### src/rtl/hazard_ctrl.sv
// hazard_ctrl: load-use/branch/memory-wait hazard resolution, E-stage forwarding selects, perf counters and memory timeout flag
module hazard_ctrl #(
  parameter int CNT_W = 32,
  parameter int MEM_TIMEOUT = 64
) (
  input  logic             clk,
  input  logic             rst,
  input  logic [4:0]       rs1_d,
  input  logic [4:0]       rs2_d,
  input  logic [4:0]       rd_e,
  input  logic [4:0]       rd_m,
  input  logic             reg_write_e,
  input  logic             reg_write_m,
  input  logic             load_e,
  input  logic             pc_src_e,
  input  logic             mem_access_m,
  input  logic             dmem_ready,
  output logic [1:0]       forward_a_e,
  output logic [1:0]       forward_b_e,
  output logic             stall_f,
  output logic             stall_d,
  output logic             stall_e,
  output logic             stall_m,
  output logic             stall_w,
  output logic             flush_d,
  output logic             flush_e,
  output logic [CNT_W-1:0] stall_cnt,
  output logic [CNT_W-1:0] flush_cnt,
  output logic             mem_err
);
  localparam int WW = $clog2(MEM_TIMEOUT + 1);
  typedef enum logic {RUN, MEM_WAIT} state_t;
  state_t state, state_n;
  logic [WW-1:0] wait_cnt, wait_n;
  logic mem_stall, lu_stall, br_flush, err_n;
  logic [1:0] fwd_a_n, fwd_b_n;
  always_comb begin
    mem_stall = mem_access_m & ~dmem_ready;
    lu_stall = ~mem_stall & ~pc_src_e & load_e & (rd_e != 5'd0) & ((rd_e == rs1_d) | (rd_e == rs2_d));
    br_flush = ~mem_stall & pc_src_e;
    stall_f = ~rst & (mem_stall | lu_stall);
    stall_d = stall_f;
    stall_e = ~rst & mem_stall;
    stall_m = stall_e;
    stall_w = stall_e;
    flush_d = rst | br_flush;
    flush_e = rst | br_flush | lu_stall;
    fwd_a_n = (reg_write_e & (rd_e != 5'd0) & (rd_e == rs1_d)) ? 2'b10 :
              (reg_write_m & (rd_m != 5'd0) & (rd_m == rs1_d)) ? 2'b01 : 2'b00;
    fwd_b_n = (reg_write_e & (rd_e != 5'd0) & (rd_e == rs2_d)) ? 2'b10 :
              (reg_write_m & (rd_m != 5'd0) & (rd_m == rs2_d)) ? 2'b01 : 2'b00;
  end
  // wait_cnt counts cycles spent in MEM_WAIT still waiting; entry cycle from RUN is not counted
  always_comb begin
    state_n = (state == RUN) ? (mem_stall ? MEM_WAIT : RUN) : (dmem_ready ? RUN : MEM_WAIT);
    wait_n = (state == RUN) ? '0 :
             (~dmem_ready & (wait_cnt != WW'(MEM_TIMEOUT))) ? wait_cnt + 1'b1 : wait_cnt;
    err_n = mem_err | ((state == MEM_WAIT) & (wait_n == WW'(MEM_TIMEOUT)));
  end
  always_ff @(posedge clk) begin
    if (rst) begin
      state <= RUN;
      wait_cnt <= '0;
      mem_err <= 1'b0;
      stall_cnt <= '0;
      flush_cnt <= '0;
      forward_a_e <= 2'b00;
      forward_b_e <= 2'b00;
    end else begin
      state <= state_n;
      wait_cnt <= wait_n;
      mem_err <= err_n;
      stall_cnt <= stall_cnt + CNT_W'(stall_f & ~&stall_cnt);
      flush_cnt <= flush_cnt + CNT_W'(br_flush & ~&flush_cnt);
      if (!stall_e) begin
        forward_a_e <= flush_e ? 2'b00 : fwd_a_n;
        forward_b_e <= flush_e ? 2'b00 : fwd_b_n;
      end
    end
  end
endmodule

### config.mk
export PLATFORM = sky130hd
export DESIGN_NAME = hazard_ctrl
export DESIGN_NICKNAME = d
export VERILOG_FILES = /design/src/rtl/hazard_ctrl.sv
export SDC_FILE = /design/constraint.sdc
export NUM_CORES = 1
export LEC_CHECK = 0
export CAP_MARGIN = 30
export CORE_ASPECT_RATIO = 2
export CORE_MARGIN = 2
export CORE_UTILIZATION = 52
export CTS_CLUSTER_DIAMETER = 60
export CTS_CLUSTER_SIZE = 12
export DETAILED_ROUTE_END_ITERATION = 7
export PLACE_DENSITY = 0.85
export SETUP_SLACK_MARGIN = 0.02
export SYNTH_ARGS = -nofsm -noshare
export SYNTH_HDL_FRONTEND = slang
export SYNTH_SLANG_ARGS = --single-unit
### constraint.sdc
create_clock -name clk -period 5.6 [get_ports clk]
set_input_delay 1.12 -clock clk [delete_from_list [all_inputs] [get_ports clk]]
set_output_delay 1.12 -clock clk [all_outputs]
set_load 0.005 [all_outputs]
==> metrics.txt <==
status finished, final reports clean; most frequent cells in the layout clkdlybuf4s50_1, dfxtp_1, nor2_1; Final min period 4.29 ns; Seq cells post-synth 77; CP max stage delay 0.54 ns; crit-path max FO 4; Port Buffers 103; Longest Clk Path Bufs 2; ANT nets after route 0; via count 3531; vias in the first global route 3539; worst setup path class input pin to output port; Synth cell types 48; Rows 44; Pwr Density 240 nW/um^2; Fin Clk Skew 0.00918 ns; cell area after layout 5240 sq um; antenna violations before repair 0; share of cells above drive strength 1 0.0572; Final setup viols 0; Routed WL 9970 um; Hold Path Class register to register; Sink Count 77; cts bufs inserted 9; RePlAce Congestion 0.878; CTS HTree Levels 3; drc violations 0; die width 64.8 um; total track usage 0.257; P&R area growth vs syn 36.3%; via/cell ratio 5.57; area of the core 7210 sq um; RSZ-0062 raised after global routing false; Post-DP HPWL 7650 um; Initial DRT Pass Iterations 5; Worst EP required 4.48 ns; First DRT Iteration DRCs about 250; CP endpoint kind output port; Synthesized Nets 472; Clock transition at path regs roughly 0.05 ns; Max Slew Vio Count 0; cell mode on critical path clkdlybuf4s50_1; CP delay by family, top buffers and inverters; fillers a little over 500; Syn Area/Cell 8.77 sq um; Mapped Cells 438; worst vdd ir 0.000228 V; first-pass GRT wire length 16300 um; setup bufs post-CTS 0; Post-synth ARST share 0; mapped cell area 3840 sq um; startpoint type of the worst setup path input pin; diodes inserted 0; Hold Vio Cnt, Final 0; Tcrit/Tclk final 0.766; DIE AREA 8130 sq um; maxcap violations 0; Ys Warns 0; post-synthesis sequential area ratio 0.401; CP Cell Sequence clkdlybuf4s50_1 > xor2_1 > nor3_1 > nand3_1 > a21o_1 > a21oi_1 > clkdlybuf4s50_1; CTS tree built; number of synthesized flops with an enable pin 0; leakage 1.84 nW; nets@finish approximately 570; Peak Freq 233 MHz; Hold Buf Count CTS 0; relative slew slack 0.509; die height 126 um; leading post-synthesis cells by cell area dfxtp_1, xor2_1, xnor2_1; worst slew pin tran between 0.7 and 0.8 ns; worst skew pair latency between 0.3 and 0.4 ns; grt ovf 0; critical path data arrival time around 3.2 ns; slowest CP cell clkdlybuf4s50_1; Root Buffer clkbuf_16; # resized after CTS 0; placed instance area 4910 sq um; Crit path buffers/inverters 2; share of Yosys cell area claimed by the top area cell type 0.401; wire per inst approximately 16 um; largest net degree at the start of global routing 41; Ports between 100 and 150; Main synth FF type dfxtp_1; final setup TNS 0 ns; most common cell after layout, fill and taps aside clkdlybuf4s50_1; starting density of the core 0.533; Synth area leader dfxtp_1
==> synthesized netlist by cell type, types with 3 or more instances <==
library cell and number:
and3_1 7, dfxtp_1 77, o31ai_1 3, buf_4 4, or3_1 8, nor2_1 69, inv_1 7, clkbuf_1 7
nand4b_1 4, nor2b_1 5, o21ai_0 9, nand3_1 29, nor3_1 20, a21oi_1 10, buf_2 3, nand2_1 31
ha_1 6, nand4_1 16, xor2_1 45, xnor2_1 33, and4_1 12
==> routing by layer <==
layer  global-route usage  wire length [um]
met5                    0                 0
met4                0.134               370
met3               0.0728               444
met2                0.484              5660
met1                0.240              3500
==> metrics by stage <==
| step | instances | hold WS (ns) | worst slack (ns) | util | power (W) |
|---|---|---|---|---|---|
| final | 634 | 0.470 | 1.31 | 0.726 | 0.00126 |
| after global routing | 634 | 0.505 | 1.12 | 0.726 | 0.00129 |
| after CTS | 634 | 0.478 | 1.30 | 0.726 | 0.00126 |
| after detailed placement | 618 | 0.470 | 1.12 | 0.681 | 0.000637 |
| after global placement | 618 | 0.442 | 1.26 | 0.681 | 0.000635 |
| after floorplan | 438 | 0.449 | 2.07 | - | 0.000597 |
==> flip-flops by register name (all words and copies together) (netlist names) <==
| register | flops |
|---|---|
| flush_cnt | 32 |
| forward_a_e | 2 |
| stall_cnt | 32 |
| mem_err | 1 |
| forward_b_e | 2 |
| wait_cnt | 7 |
| state | 1 |
==> cell type report <==
cell class              instances  area [sq um]  share of cell area
inverters                       7          26.3             0.00502
clock inverters                 4          70.1              0.0134
well taps                      92           115              0.0220
flip-flops and latches         77          1540               0.294
multi-input cells             338          2190               0.419
clock buffers                  12           256              0.0490
repair buffers                104          1030               0.197
==> kinds of logic after synthesis <==
| family | after synthesis | synth area share |
|---|---|---|
| and+or+nand+nor | 223 | 0.323 |
| xor gates and xnor gates | 78 | 0.178 |
| DFF | 77 | 0.401 |
| AOI/OAI and AO/OA | 30 | 0.0482 |
| buffers and inverters | 23 | 0.0277 |
| adders and majority gates | 6 | 0.0195 |
| muxes | 1 | 0.00261 |
==> power by group <==
| group | total, W | leakage, nW | internal [W] | switching, W |
|---|---|---|---|---|
| logic | 0.0000716 | 1.06 | 0.0000382 | 0.0000334 |
| registers | 0.000554 | 0.621 | 0.000550 | 0.00000323 |
| clock network | 0.000632 | 0.163 | 0.000413 | 0.000219 |
==> worst reg2reg max path: stages (launching register included) <==
cell      delay, ns
dfxtp_1        0.39
and4_1         0.37
nand3_1        0.19
or3_1          0.39
nor3_1         0.20
a211oi_1       0.08
ha_1           0.32
ha_1           0.27
and4_1         0.27
nand2_1        0.24
nor3_1         0.11
xnor2_1        0.14
nor2_1         0.05
==> final timing paths <==
kind / slack [ns] / cells after the start / end / startpoint
max reg2reg: 2.42 / 12 / stall_cnt[30]$_SDFF_PP0_ / stall_cnt[15]$_SDFF_PP0_
min reg2reg: 0.47 / 2 / forward_b_e[0]$_SDFFE_PP0N_ / forward_b_e[0]$_SDFFE_PP0N_
min: 0.47 / 2 / forward_b_e[0]$_SDFFE_PP0N_ / forward_b_e[0]$_SDFFE_PP0N_
max: 1.31 / 7 / stall_f / rd_e[2]
Power figures use the tool's default switching activity.
